<file path="src/rtl/dmem_pkg.sv">
// Shared types and constants for the data-memory load/store controller.
package dmem_pkg;

  typedef enum logic [1:0] {
    IDLE = 2'd0,
    BUSY = 2'd1,
    DONE = 2'd2
  } state_t;

  // funct3 encodings; load and store share numeric values for byte/half/word.
  localparam logic [2:0] F3_LB  = 3'b000;
  localparam logic [2:0] F3_LH  = 3'b001;
  localparam logic [2:0] F3_LW  = 3'b010;
  localparam logic [2:0] F3_LBU = 3'b100;
  localparam logic [2:0] F3_LHU = 3'b101;
  localparam logic [2:0] F3_SB  = 3'b000;
  localparam logic [2:0] F3_SH  = 3'b001;
  localparam logic [2:0] F3_SW  = 3'b010;

  localparam logic [3:0] BE_NONE    = 4'b0000;
  localparam logic [3:0] BE_BYTE0   = 4'b0001;
  localparam logic [3:0] BE_LO_HALF = 4'b0011;
  localparam logic [3:0] BE_HI_HALF = 4'b1100;
  localparam logic [3:0] BE_WORD    = 4'b1111;

endpackage

</file>
<file path="src/rtl/dmem_load_ext.sv">
// Combinational load lane extraction with sign/zero extension.
module dmem_load_ext
  import dmem_pkg::*;
(
  input  logic [2:0]  funct3,
  input  logic [1:0]  addr_lo,
  input  logic [31:0] word,
  output logic [31:0] data
);

  logic [7:0]  byte_sel;
  logic [15:0] half_sel;

  // NOTE: every always_comb output gets a default first so no path leaves it unassigned (no latch).
  always_comb begin
    byte_sel = word[7:0];
    case (addr_lo)
      2'd1:    byte_sel = word[15:8];
      2'd2:    byte_sel = word[23:16];
      2'd3:    byte_sel = word[31:24];
      default: byte_sel = word[7:0];
    endcase
    half_sel = addr_lo[1] ? word[31:16] : word[15:0];

    data = word;
    case (funct3)
      F3_LB:   data = {{24{byte_sel[7]}}, byte_sel};
      F3_LH:   data = {{16{half_sel[15]}}, half_sel};
      F3_LBU:  data = {24'd0, byte_sel};
      F3_LHU:  data = {16'd0, half_sel};
      default: data = word;
    endcase
  end

endmodule

</file>
<file path="src/rtl/dmem_ctrl.sv">
// Load/store unit bridging the core data port to a req/ack word bus.
// Optional bus timeout is enabled by defining DMEM_TIMEOUT_EN.
module dmem_ctrl
  import dmem_pkg::*;
#(
  parameter int TIMEOUT_CYCLES = 255
) (
  input  logic        clk,
  input  logic        reset_n,
  input  logic        cpu_re,
  input  logic        cpu_we,
  input  logic [2:0]  cpu_funct3,
  input  logic [31:0] cpu_addr,
  input  logic [31:0] cpu_wdata,
  output logic [31:0] cpu_rdata,
  output logic        cpu_stall,
  output logic        cpu_fault,
  output logic        bus_req,
  output logic        bus_we,
  output logic [31:0] bus_addr,
  output logic [3:0]  bus_be,
  output logic [31:0] bus_wdata,
  input  logic        bus_ack,
  input  logic [31:0] bus_rdata
);

  state_t      state;
  logic        acc;
  logic        f3_ok;
  logic        misaligned;
  logic        bad;
  logic        accept;
  logic [3:0]  be_next;
  logic [31:0] wdata_next;
  logic [2:0]  funct3_q;
  logic [1:0]  lane_q;
  logic [31:0] rdata_q;
  logic [31:0] load_data;
  logic        idle_bad;

`ifdef DMEM_TIMEOUT_EN
  localparam int CNT_W = ($clog2(TIMEOUT_CYCLES + 1) > 8) ? $clog2(TIMEOUT_CYCLES + 1) : 8;
  localparam logic [CNT_W-1:0] TO_LAST = CNT_W'(TIMEOUT_CYCLES - 1);
  logic [CNT_W-1:0] busy_cnt;
  logic             fault_q;
`endif

  // Request qualification; a simultaneous load+store is treated as a store.
  always_comb begin
    acc = cpu_re | cpu_we;
    if (cpu_we) f3_ok = cpu_funct3 inside {F3_SB, F3_SH, F3_SW};
    else        f3_ok = cpu_funct3 inside {F3_LB, F3_LH, F3_LW, F3_LBU, F3_LHU};
    case (cpu_funct3[1:0])
      2'b01:   misaligned = cpu_addr[0];
      2'b10:   misaligned = |cpu_addr[1:0];
      default: misaligned = 1'b0;
    endcase
    bad    = acc & (~f3_ok | misaligned);
    accept = (state == IDLE) & acc & ~bad;
  end

  always_comb begin
    be_next    = BE_WORD;
    wdata_next = '0;
    if (cpu_we) begin
      case (cpu_funct3)
        F3_SB: begin
          be_next    = BE_BYTE0 << cpu_addr[1:0];
          wdata_next = {4{cpu_wdata[7:0]}};
        end
        F3_SH: begin
          be_next    = cpu_addr[1] ? BE_HI_HALF : BE_LO_HALF;
          wdata_next = {2{cpu_wdata[15:0]}};
        end
        default: begin
          be_next    = BE_WORD;
          wdata_next = cpu_wdata;
        end
      endcase
    end
  end

  dmem_load_ext u_load_ext (
    .funct3  (funct3_q),
    .addr_lo (lane_q),
    .word    (bus_rdata),
    .data    (load_data)
  );

  assign idle_bad  = (state == IDLE) & bad;
  assign cpu_stall = accept | (state == BUSY);
  assign cpu_rdata = idle_bad ? 32'd0 : rdata_q;
`ifdef DMEM_TIMEOUT_EN
  assign cpu_fault = idle_bad | fault_q;
`else
  assign cpu_fault = idle_bad;
`endif

  // NOTE: sequential state uses non-blocking assignments so every register samples pre-edge values.
  always_ff @(posedge clk or negedge reset_n) begin
    if (!reset_n) begin
      state     <= IDLE;
      bus_req   <= 1'b0;
      bus_we    <= 1'b0;
      bus_addr  <= '0;
      bus_be    <= BE_NONE;
      bus_wdata <= '0;
      funct3_q  <= '0;
      lane_q    <= '0;
      rdata_q   <= '0;
`ifdef DMEM_TIMEOUT_EN
      busy_cnt  <= '0;
      fault_q   <= 1'b0;
`endif
    end else begin
      case (state)
        IDLE: begin
          if (accept) begin
            state     <= BUSY;
            bus_req   <= 1'b1;
            bus_we    <= cpu_we;
            bus_addr  <= {cpu_addr[31:2], 2'b00};
            bus_be    <= be_next;
            bus_wdata <= wdata_next;
            funct3_q  <= cpu_funct3;
            lane_q    <= cpu_addr[1:0];
`ifdef DMEM_TIMEOUT_EN
            busy_cnt  <= '0;
`endif
          end
        end
        BUSY: begin
          // An ack arriving in the expiry cycle takes priority over the timeout.
          if (bus_ack) begin
            state   <= DONE;
            bus_req <= 1'b0;
            if (!bus_we) rdata_q <= load_data;
          end
`ifdef DMEM_TIMEOUT_EN
          else if (busy_cnt == TO_LAST) begin
            state   <= DONE;
            bus_req <= 1'b0;
            rdata_q <= '0;
            fault_q <= 1'b1;
          end else begin
            busy_cnt <= busy_cnt + 1'b1;
          end
`endif
        end
        DONE: begin
          state <= IDLE;
`ifdef DMEM_TIMEOUT_EN
          fault_q <= 1'b0;
`endif
        end
        default: state <= IDLE;
      endcase
    end
  end

endmodule

</file>
<file path="config.mk">
export PLATFORM = sky130hd
export DESIGN_NAME = dmem_ctrl
export DESIGN_NICKNAME = d
export VERILOG_FILES = /design/src/rtl/dmem_pkg.sv /design/src/rtl/dmem_load_ext.sv /design/src/rtl/dmem_ctrl.sv
export SDC_FILE = /design/constraint.sdc
export NUM_CORES = 1
export LEC_CHECK = 0
export ABC_CLOCK_PERIOD_IN_PS = 2130
export CAP_MARGIN = 20
export CORE_MARGIN = 8
export CORE_UTILIZATION = 42
export CTS_CLUSTER_SIZE = 14
export DETAILED_ROUTE_END_ITERATION = 10
export HOLD_SLACK_MARGIN = 0.08
export PLACE_DENSITY = 0.77
export SYNTH_ARGS = -nofsm -noshare
export SYNTH_HDL_FRONTEND = slang
export SYNTH_SLANG_ARGS = --single-unit
</file>
<file path="constraint.sdc">
create_clock -name clk -period 2.13 [get_ports clk]
set_input_delay 0.3195 -clock clk [delete_from_list [all_inputs] [get_ports clk]]
set_output_delay 0.3195 -clock clk [all_outputs]
set_load 0.005 [all_outputs]
</file>
* Word-level counts from Yosys, hierarchy flattened
Index checks and enable logic that the tools add are counted. Widths: inputs -> output; s select.
Storage, ports and cells: flip-flop bits (word level) 107, input bits 104, output and inout port bits 104, logic and storage cells 63
Cells by class: equality and inequality tests 15, shift-type cells 1, multiplexer cells 17, bitwise gates (word level) 10, reductions and logical operators 11
Operators with widths (number):
- $pmux 32 s4 | 1
- $mux 32 | 2
- $pmux 32 s2 | 1
- $pmux 8 s3 | 1
- $mux 16 | 1
- $eq 3x3->1 const B | 4
- $mux 4 | 2
- $pmux 4 s2 | 1
- $eq 2x1->1 const B | 3
- $eq 2x2->1 const B | 3
- $eq 3x1->1 const B | 2
- $logic_not 3->1 | 2
- $reduce_and 3->1 | 2
- $reduce_bool 5->1 | 1
- $and 1x1->1 | 4
- $mux 2 | 2
- $ne 2x2->1 const B | 2
- $pmux 1 s2 | 2
- $pmux 2 s2 | 1
- $reduce_and 2->1 | 2
- $shl 1x2->4 const A | 1
- $eq 3x2->1 const B | 1
- $mux 1 | 3
- $not 1->1 | 3
- 5 further kinds | 7

* Depth between registers and ports, before layout
Gate-level depths: netlist of the first run.
depth in word-level cells 10, mapped depth 9, mapped depth without buffers 6

* Hierarchy
From an unflattened synthesis of the first run, not the netlist that was laid out.
Second synthesis, totals: cell total of the unflattened synthesis 457, area total of the unflattened synthesis 5242.5 sq um
Modules (own cells, without submodules):
- dmem_ctrl | instances 1, cells each 347, area each 4593.2 sq um, seq. area each 2677.6 sq um
- dmem_load_ext | instances 1, cells each 110, area each 649.4 sq um, seq. area each 0.0 sq um

* Least setup slack after synthesis of the first run
Ideal clock, no wire load.
path kind input-to-reg, start in cpu_funct3[0], end reg bus_addr[10], setup time 125 ps, arrival 1747 ps, required time 2005 ps, slack 258 ps, stages on the path 8, buffers on the path 2, path through inv_1 -> ha_1 -> o211ai_1 -> nand2_1 -> nor3b_2 -> buf_2 -> buf_4 -> mux2_2
On the way: word-level cells in the longest chain between the ends 9, elaborated cells between the ends (all ways) 17, classes of those cells 6 x eq/ne; 2 x mux; 5 x bitwise; 4 x reduce/logical
RTL lines:
- start: declaration | line dmem_ctrl.sv:12 | input logic [2:0] cpu_funct3,
- $eq 3x1->1, or another cell as far along | line dmem_ctrl.sv:51, dmem_ctrl.sv:52
- $reduce_bool 5->1 / $reduce_bool 3->1 (equally long branches) | line dmem_ctrl.sv:52, dmem_ctrl.sv:51
- $mux 1 | line dmem_ctrl.sv:51 | if (cpu_we) f3_ok = cpu_funct3 inside {F3_SB, F3_SH, F3_SW};
- $not 1->1 | line dmem_ctrl.sv:58 | bad = acc & (~f3_ok | misaligned);
- $or 1x1->1 * | line dmem_ctrl.sv:58
- $and 1x1->1 * | line dmem_ctrl.sv:58
- $not 1->1 * | line dmem_ctrl.sv:59 | accept = (state == IDLE) & acc & ~bad;
- $and 1x1->1 * | line dmem_ctrl.sv:59
- $reduce_and 2->1 (no source line) *
- end signal: assignment | line dmem_ctrl.sv:122 | bus_addr <= {cpu_addr[31:2], 2'b00};
- end: declaration | line dmem_ctrl.sv:20 | output logic [31:0] bus_addr,
Mark *: on every way between the ends. The rest lies on a longest branch, timed or not. A chain may end at the register's enable or synchronous reset.

* Final worst setup path of the first run
start reg state[1], end out cpu_rdata[29]
On the way: word-level cells in the longest chain between the ends 3
RTL lines:
- start: declaration | line dmem_ctrl.sv:27 | state_t state;
- start signal: assignment | line dmem_ctrl.sv:102 | state <= IDLE;
- start signal: assignment | line dmem_ctrl.sv:119 | state <= BUSY;
- start signal: assignment | line dmem_ctrl.sv:135 | state <= DONE;
- $logic_not 2->1 | line dmem_ctrl.sv:90 | assign idle_bad = (state == IDLE) & bad;
- $and 1x1->1 | line dmem_ctrl.sv:90
- $mux 32 | line dmem_ctrl.sv:92 | assign cpu_rdata = idle_bad ? 32'd0 : rdata_q;
- end: declaration | line dmem_ctrl.sv:15 | output logic [31:0] cpu_rdata,
Every way passes these cells.

==> flow_summary.toml, run 1 <==
[clock_tree]
cts.path.max_buffers = 2
path_clk_slew_ns = 0.07
cts_tree = "yes"
htreeDepth = 3
clkLatencyLatePin_ns = 0.35
cts_made_buffers = 9
root_buffer = "clkbuf_16"
cts.sinks = 107

[place]
dp_cells = 904
gp_congestion = 0.9232
dp_hpwl_mm = 13.36
dp_slack_ns = -0.7389
numPortBuffers = 205

[sta]
timing.final.crit_share_pct = 99.07
finalHoldViolCount = 0
finClkSkew_ns = 0.007198
rsz0062_at_grt = "yes"
finalMaxSlewViolations = 0
tightest_slew_ns = 0.5657
slew-limit-headroom_pct = 62.03
max_freq_mhz = 473.9
holdWs_ns = 0.3190
final-setup-viol-count = 0
min_period_ns = 2.110
setup_ws_ns = 0.01974
fin_setup_tns_ns = 0

[critical_path]
required_ns = 1.81
crit_fanout = 5
startpoint_type = "flop"
crit_type = "flop to primary output"
crit_path_end_kind = "primary output"
cp.arrival_ns = 1.79

[logic_synthesis]
ys_seq_area_share_pct = 48.83
synth_top_area_share_pct = 48.83
synth_cell_types = 41
yosys_warnings = 0
avgSynthCellArea_um2 = 10.35
yosys-top-cells-area = "dfrtp_1, mux2_2, nand2_1, and2_1, nor2_1"
synth_top_cell_by_area = "dfrtp_1"
syn-cell-area_mm2 = 0.005484
synthCells = 530
ys_seq_elements = 107

[detailed_routing]
drt_iter0_markers = 391
drc = 0
drtPass1Iterations = 7
post_drt_wl_per_cell_um = 18.81
vias = 4926
drtAntennaViolNets = 0
viasPerCell = 5.246
wirelength_mm = 17.66

[flow_run]
maxCapViolCount = 0

[grt]
grtUsageTotal_pct = 20.96
use_met3_pct = 5.916
grt_util_met1_pct = 23.52
grt_pass1_vias = 5368
grt_busiest_layer = "met2"
use_met2_pct = 35.56
grt_max_degree = 46
grt_antenna_before_repair = 1
grt_pass1_wl_mm = 27.69
grt_overflow = 0

[power]
finalPower_mw = 9.312
power.density_mw_per_mm2 = 1119
ir_drop_mv = 0.6299
p_leak_nw = 3.671

[die]
io-pin-count = 208
initial_utilization_pct = 43.28
core_mm2 = 0.01267
rows = 41
chipWidth_um = 130.3
die_area_mm2 = 0.01697
die-height_um = 130.3

[finish]
nFillCells = 970
final_layout_size_suffix_gt1_share_pct = 27.94
final_cell_mix = "clkdlybuf4s50_1, dfrtp_1, mux2_2"
finalNonFillerCells = 939
finalNetCount = 869
area_growth_pct = 51.81
mostFrequentLayoutCell = "clkdlybuf4s50_1"

[hold_path]
hold_class = "primary input to flop"

[outcome]
outcome = "finished, final reports clean"
## critical path, stage by stage (launching register included)
cell,delay [ns]
dfrtp_1,0.43
nor3_4,0.24
o21ai_4,0.14
buf_6,0.15
buf_12,0.12
buf_6,0.11
and2_4,0.15
buf_6,0.11
## cells in the mapped netlist
master,count
mux4_2,1
nor3_1,8
mux2_2,72
a211oi_1,1
buf_1,1
o211ai_1,3
buf_6,1
nor3b_2,1
o21bai_1,3
nand2_1,64
nand3_2,10
inv_1,14
clkbuf_1,17
buf_2,14
dfrtp_1,107
a21oi_1,9
a211o_1,1
and2_1,32
nand2b_1,5
a2bb2oi_1,1
a21boi_0,8
a31oi_1,9
nor2_1,40
o21ai_1,1
a22o_1,8
nand3_1,26
and4bb_1,1
and3b_1,1
a21o_1,1
ha_1,3
buf_4,7
or2_2,7
nand4b_1,1
o221a_2,7
mux2i_1,10
conb_1,1
o21ba_2,1
a2111o_1,1
nor2b_1,4
o21ai_0,20
nand3b_1,8
## power breakdown
group | internal, mW | switching (mW)
clock network | 0.967 | 0.727
logic | 2.55 | 1.65
registers | 2.89 | 0.532
total | 6.40 | 2.91
## repair_timing
action | in CTS | in global routing
resized for setup | 132 | 33
buffers inserted | 15 | 2
endpoints found under the hold margin | 23 | 0
hold buffers | 1 | 0
endpoints found under the setup margin | 98 | 34
pin swaps | 8 | 7
gates cloned | 3 | 0
## layer usage
metal / up-vias / share of wire (%)
met5: - / 0
met4: 0 / 3.9
met3: 47 / 8.6
met2: 222 / 49
met1: 2378 / 38
li1: 2279 / -
## stage by stage
| step | util (%) | cell area [µm²] |
|---|---|---|
| floorplan | - | 5488 |
| global placement | 62.07 | 7865 |
| CTS | 65.88 | 8348 |
| finish | 65.71 | 8325 |
| global route | 65.71 | 8325 |
| detailed placement | 62.07 | 7865 |
## state kept, by name, indices dropped and copies added (netlist names)
register and cells:
bus_wdata 32, rdata_q 32, bus_addr 30, bus_be 4, funct3_q 3, lane_q 2, state 2, bus_req 1
bus_we 1
## path summary, 6_finish.rpt
kind | depth (start not counted) | to | start | slack, ns
min in group asynchronous | 2 | bus_wdata[6] | reset_n | 0.42
worst min register to register | 2 | rdata_q[25] | rdata_q[25] | 0.49
max in group asynchronous | 3 | rdata_q[28] | reset_n | 1.08
worst max register to register | 6 | bus_addr[16] | state[1] | 0.17
worst min-delay path | 3 | funct3_q[0] | cpu_funct3[0] | 0.32
worst max-delay path | 7 | cpu_rdata[29] | state[1] | 0.02
## layout make-up
cell class / instances / area, µm² / share of cell area (%)
Sequential cell: 107 / 2678 / 32.16
Multi-Input combinational cell: 370 / 2645 / 31.77
Timing Repair Buffer: 260 / 2425 / 29.13
Clock buffer: 11 / 252.7 / 3.036
Tap cell: 172 / 215.2 / 2.585
Inverter: 14 / 57.56 / 0.6913
Clock inverter: 4 / 50.05 / 0.6011
Antenna cell: 1 / 2.502 / 0.03006
## kinds of logic (layout without fill, tap and decap cells)
| logic type | count (synthesis) | count (layout) | synth area share [%] |
|---|---|---|---|
| mux | 83 | 83 | 17.02 |
| flops | 107 | 107 | 48.83 |
| buf+inv | 54 | 289 | 4.631 |
| simple gates | 208 | 208 | 19.39 |
| compound gates | 74 | 74 | 9.377 |
| fa+ha+maj | 3 | 3 | 0.6845 |
| other cells | 1 | 3 | 0.06838 |
Note: power is estimated with default switching activity, not from simulation.
==> run 2: changes to the inputs <==
Settings changed: CORE_MARGIN 8 to not set.
==> run 2 against run 1 <==
Non-clock buffer count decreased by 9. Core utilization decreased by 0.25 points. Setup slack improved by 0.013 ns. Register-to-register slack improved by 0.06 ns. Power increased by 0.52%. Critical path type is now primary input to primary output. Sequential share of layout area increased by 0.12 points. Largest cell class unchanged.
==> flow_summary.toml, run 2 (same netlist as run 1, synthesis figures left out) <==
[outcome]
outcome = "finished, final reports clean"

[power]
p_leak_nw = 3.656
power.density_mw_per_mm2 = 1129
ir_drop_mv = 0.5363

[die]
die_area_mm2 = 0.01352
initial_utilization_pct = 43.28
die-height_um = 116.3
rows = 41
core_mm2 = 0.01267
chipWidth_um = 116.3
io-pin-count = 208

[grt]
grt_antenna_before_repair = 2
grt_overflow = 0
grt_pass1_vias = 4953
grt_pass1_wl_mm = 25.56
grt_max_degree = 49
grtUsageTotal_pct = 24.83

[critical_path]
crit_path_top_delay_cell = "clkdlybuf4s15_2"
slowest_delay_ns = 0.21
cpMostUsedCell = "buf_4"
required_ns = 1.81
crit_path_end_kind = "primary output"
crit_type = "primary input to primary output"
regToRegSetupSlack_ns = 0.23
r2r_cells = 6
cp.arrival_ns = 1.78
crit_fanout = 3
path_cells = "buf_2 > inv_2 > ha_4 > a2bb2oi_2 > a21oi_2 > buf_4 > buf_4 > buf_4 > nor3b_4 > nand2b_1 > clkdlybuf4s15_2"
startpoint_type = "primary input"

[finish]
area_growth_pct = 51.24
final_layout_size_suffix_gt1_share_pct = 28.84
finalNetCount = 860
utilization_pct = 65.46
reg_top3 = "bus_wdata (32), rdata_q (32), bus_addr (30)"
mostFrequentLayoutCell = "clkdlybuf4s50_1"
nFillCells = 1017
final_cell_mix = "clkdlybuf4s50_1, dfrtp_1, mux2_2"

[clock_tree]
cts_tree = "yes"
cts.sinks = 107
path_clk_slew_ns = 0.07
root_buffer = "clkbuf_16"
cts_made_buffers = 9
cts.path.max_buffers = 2
htreeDepth = 3
clkLatencyLatePin_ns = 0.35

[detailed_routing]
wirelength_mm = 16.40
drc = 0
post_drt_wl_per_cell_um = 17.64
viasPerCell = 5.253
drtPass1Iterations = 5
drtAntennaViolNets = 0
drt_iter0_markers = 301
vias = 4885

[place]
dp_hpwl_mm = 11.45
gp_congestion = 0.9157
numPortBuffers = 205

[sta]
finalHoldViolCount = 0
max_freq_mhz = 476.9
tightest_slew_ns = 0.5698
slew-limit-headroom_pct = 61.76
finalMaxSlewViolations = 0
timing.final.crit_share_pct = 98.45
holdWs_ns = 0.3658
final-setup-viol-count = 0
min_period_ns = 2.097
rsz0062_at_grt = "yes"
finClkSkew_ns = 0.007389

[flow_run]
maxCapViolCount = 0

[hold_path]
hold_class = "primary input to flop"
min_path_cells = 3
run 2: cell types whose count changed in the layout (fill, tap and decap cells not counted), moves of 2 or more:
cell           previous run  this run
buf_4                    42        35
buf_12                    4         6
and2_1                   28        17
buf_2                    11        25
dlygate4sd2_1             8         4
and2_4                    4        15
clkbuf_2                 14         1
buf_6                    14        12
clkinvlp_4                2         0
run 2: routing by layer:
metal,routed length (µm),global-route usage [%],vias to the layer above
li1,-,-,2263
met1,6703,31.34,2386
met2,8061,40.28,203
met3,1198,5.708,33
met4,440,12.05,0
met5,0,0,-
run 2: critical path, delay by kind of cell:
family          cells  cell delay (ns)
buf+inv             6             0.80
simple gates        2             0.30
compound gates      2             0.22
fa+ha+maj           1             0.15
run 2: path summary, 6_finish.rpt:
kind                                     from     endpoint
worst max-delay path            cpu_funct3[1]    cpu_stall
worst min-delay path            cpu_funct3[1]  funct3_q[1]
worst max register to register       state[0]  bus_addr[4]
worst min register to register    rdata_q[17]  rdata_q[17]
max in group asynchronous             reset_n  bus_addr[7]
min in group asynchronous             reset_n   rdata_q[4]
run 2: power by group:
group / leakage, nW / internal, mW / switching (mW) / total [mW]
Combinational: 2.22 / 2.64 / 1.61 / 4.25
Sequential: 1.29 / 2.89 / 0.566 / 3.45
Clock: 0.141 / 0.928 / 0.726 / 1.65
run 2: area by class of cell:
class,count,area (µm²),area share [%]
Antenna cell,2,5.005,0.06034
Clock buffer,11,242.7,2.927
Clock inverter,3,40.04,0.4827
Inverter,14,55.05,0.6638
Multi-Input combinational cell,370,2670,32.19
Sequential cell,107,2678,32.28
Tap cell,172,215.2,2.595
Timing Repair Buffer,251,2389,28.80
run 2: what timing repair did:
action                                  in CTS  in global routing
pin swaps                                   13                  4
gates resized for setup                    189                  7
hold buffers                                 1                  0
cloned                                       3                  0
endpoints found under the setup margin      98                 34
hold endpoints to repair                    32                  0
buffers inserted                             9                  4
run 2: through the flow:
step	setup slack, ns	area (µm²)	TNS (ns)	cells	power (mW)
4_1_cts	-0.06573	8319	-0.4756	927	9.415
6_report	0.03310	8294	0	930	9.361
3_3_place_gp	-0.6000	7860	-49.66	900	7.453
5_1_grt	-0.03227	8292	-0.08668	929	9.914
3_5_place_dp	-0.7041	7860	-56.99	900	7.608
2_1_floorplan	0.2584	5488	0	531	5.217
==> run 3: changes to the inputs <==
Settings changed: SKIP_CTS_REPAIR_TIMING set to 1.
==> run 3 against run 2 <==
The run now ends with setup timing left. Via count about the same. Flip-flop and latch count did not move. Sequential power barely moved. First-iteration DRC count shrank 0.33%. Critical path type is now flop to primary output. Critical endpoint is now cpu_rdata[31].
==> flow_summary.toml, run 3 (same netlist as run 1, synthesis figures left out) <==
[place]
dp_slack_ns = -0.7041
dp_hpwl_mm = 11.45
numPortBuffers = 205
gp_congestion = 0.9157

[die]
die_area_mm2 = 0.01352
initial_utilization_pct = 43.28
rows = 41
io-pin-count = 208
core_mm2 = 0.01267
chipWidth_um = 116.3
die-height_um = 116.3

[clock_tree]
clkLatencyLatePin_ns = 0.34
path_clk_slew_ns = 0.07
cts_tree = "yes"
root_buffer = "clkbuf_16"
cts_made_buffers = 9
htreeDepth = 3
cts.path.max_buffers = 2
cts.sinks = 107

[critical_path]
crit_fanout = 4
crit_path_top_delay_cell = "dfrtp_1"
required_ns = 1.81
startpoint_type = "flop"
crit_type = "flop to primary output"
slowest_delay_ns = 0.44
cp.arrival_ns = 1.82
crit_path_end_kind = "primary output"
path_cells = "nor3_4 > o21ai_4 > buf_12 > buf_6 > clkbuf_16 > and2_1 > clkbuf_2"

[detailed_routing]
drtPass1Iterations = 5
post_drt_wl_per_cell_um = 17.68
drt_iter0_markers = 300
wirelength_mm = 16.37
viasPerCell = 5.280
drtAntennaViolNets = 0
vias = 4889
drc = 0

[grt]
grt_max_degree = 49
grt_pass1_wl_mm = 24.32
grt_antenna_before_repair = 2
grtUsageTotal_pct = 23.50
grt_pass1_vias = 4758
grt_overflow = 0

[finish]
nFillCells = 1005
finalNetCount = 856
final_cell_mix = "clkdlybuf4s50_1, dfrtp_1, mux2_2"
mostFrequentLayoutCell = "clkdlybuf4s50_1"
final_layout_size_suffix_gt1_share_pct = 27.79
area_growth_pct = 52.95
reg_top3 = "bus_wdata (32), rdata_q (32), bus_addr (30)"

[sta]
rsz0062_at_grt = "yes"
setup_ws_ns = -0.01311
finalMaxSlewViolations = 0
holdWs_ns = 0.3494
max_freq_mhz = 466.6
timing.final.crit_share_pct = 100.6
tightest_slew_ns = 0.5817
finalHoldViolCount = 0
slew-limit-headroom_pct = 60.96
finClkSkew_ns = 0.006577
final-setup-viol-count = 3
min_period_ns = 2.143

[hold_path]
hold_class = "primary input to flop"

[power]
ir_drop_mv = 0.5350
p_leak_nw = 3.809
power.density_mw_per_mm2 = 1133

[flow_run]
maxCapViolCount = 0

[outcome]
outcome = "finished, violations left"
violations = "setup timing"
## run 3: cell type report
cell class              instances  area (µm²)  share of cell area [%]
diodes                          2       5.005                 0.05967
well taps                     172       215.2                   2.566
multi-input cells             370        2646                   31.55
flip-flops and latches        107        2678                   31.92
repair buffers                247        2509                   29.91
clock inverters                 3       40.04                  0.4773
inverters                      14       52.55                  0.6265
clock buffers                  11       242.7                   2.894
## run 3: routing by layer
| metal | vias to the layer above | part of all wire, % | global-route usage (%) |
|---|---|---|---|
| li1 | 2253 | - | - |
| met1 | 2377 | 41 | 30.53 |
| met2 | 225 | 49 | 37.79 |
| met3 | 34 | 7.2 | 5.034 |
| met4 | 0 | 2.8 | 10.51 |
| met5 | - | 0 | 0 |
## run 3: worst paths after layout
path / cells after the start / startpoint / end / slack, ns
min in group asynchronous: 2 / reset_n / rdata_q[4] / 0.48
worst min-delay path: 3 / cpu_funct3[1] / funct3_q[1] / 0.35
worst max register to register: 6 / state[1] / bus_addr[4] / 0.20
worst min register to register: 2 / rdata_q[17] / rdata_q[17] / 0.50
max in group asynchronous: 3 / reset_n / bus_addr[7] / 1.02
worst max-delay path: 7 / state[1] / cpu_rdata[31] / -0.01
## run 3: worst max-delay path: cells and delay by family, from the launching register on
kind / cells / cell delay [ns]
buf+inv: 4 / 0.52
simple gates: 2 / 0.43
compound gates: 1 / 0.09
flops: 1 / 0.44
## run 3: report_power, final
group          internal (mW)  switching (mW)
combinational           2.79            1.61
clock                  0.928           0.722
sequential              2.89           0.567
## run 3: through the flow
stage          cells  power [mW]  utilization [%]  cell area (µm²)  setup TNS [ns]
6_report         926       9.506            66.20             8388        -0.02620
5_1_grt          925       10.07            66.18             8386          -1.832
4_1_cts          914       9.284            64.26             8143          -30.48
3_5_place_dp     900       7.608            62.03             7860          -56.99
3_3_place_gp     900       7.453            62.03             7860          -49.66
2_1_floorplan    531       5.217                -             5488               0
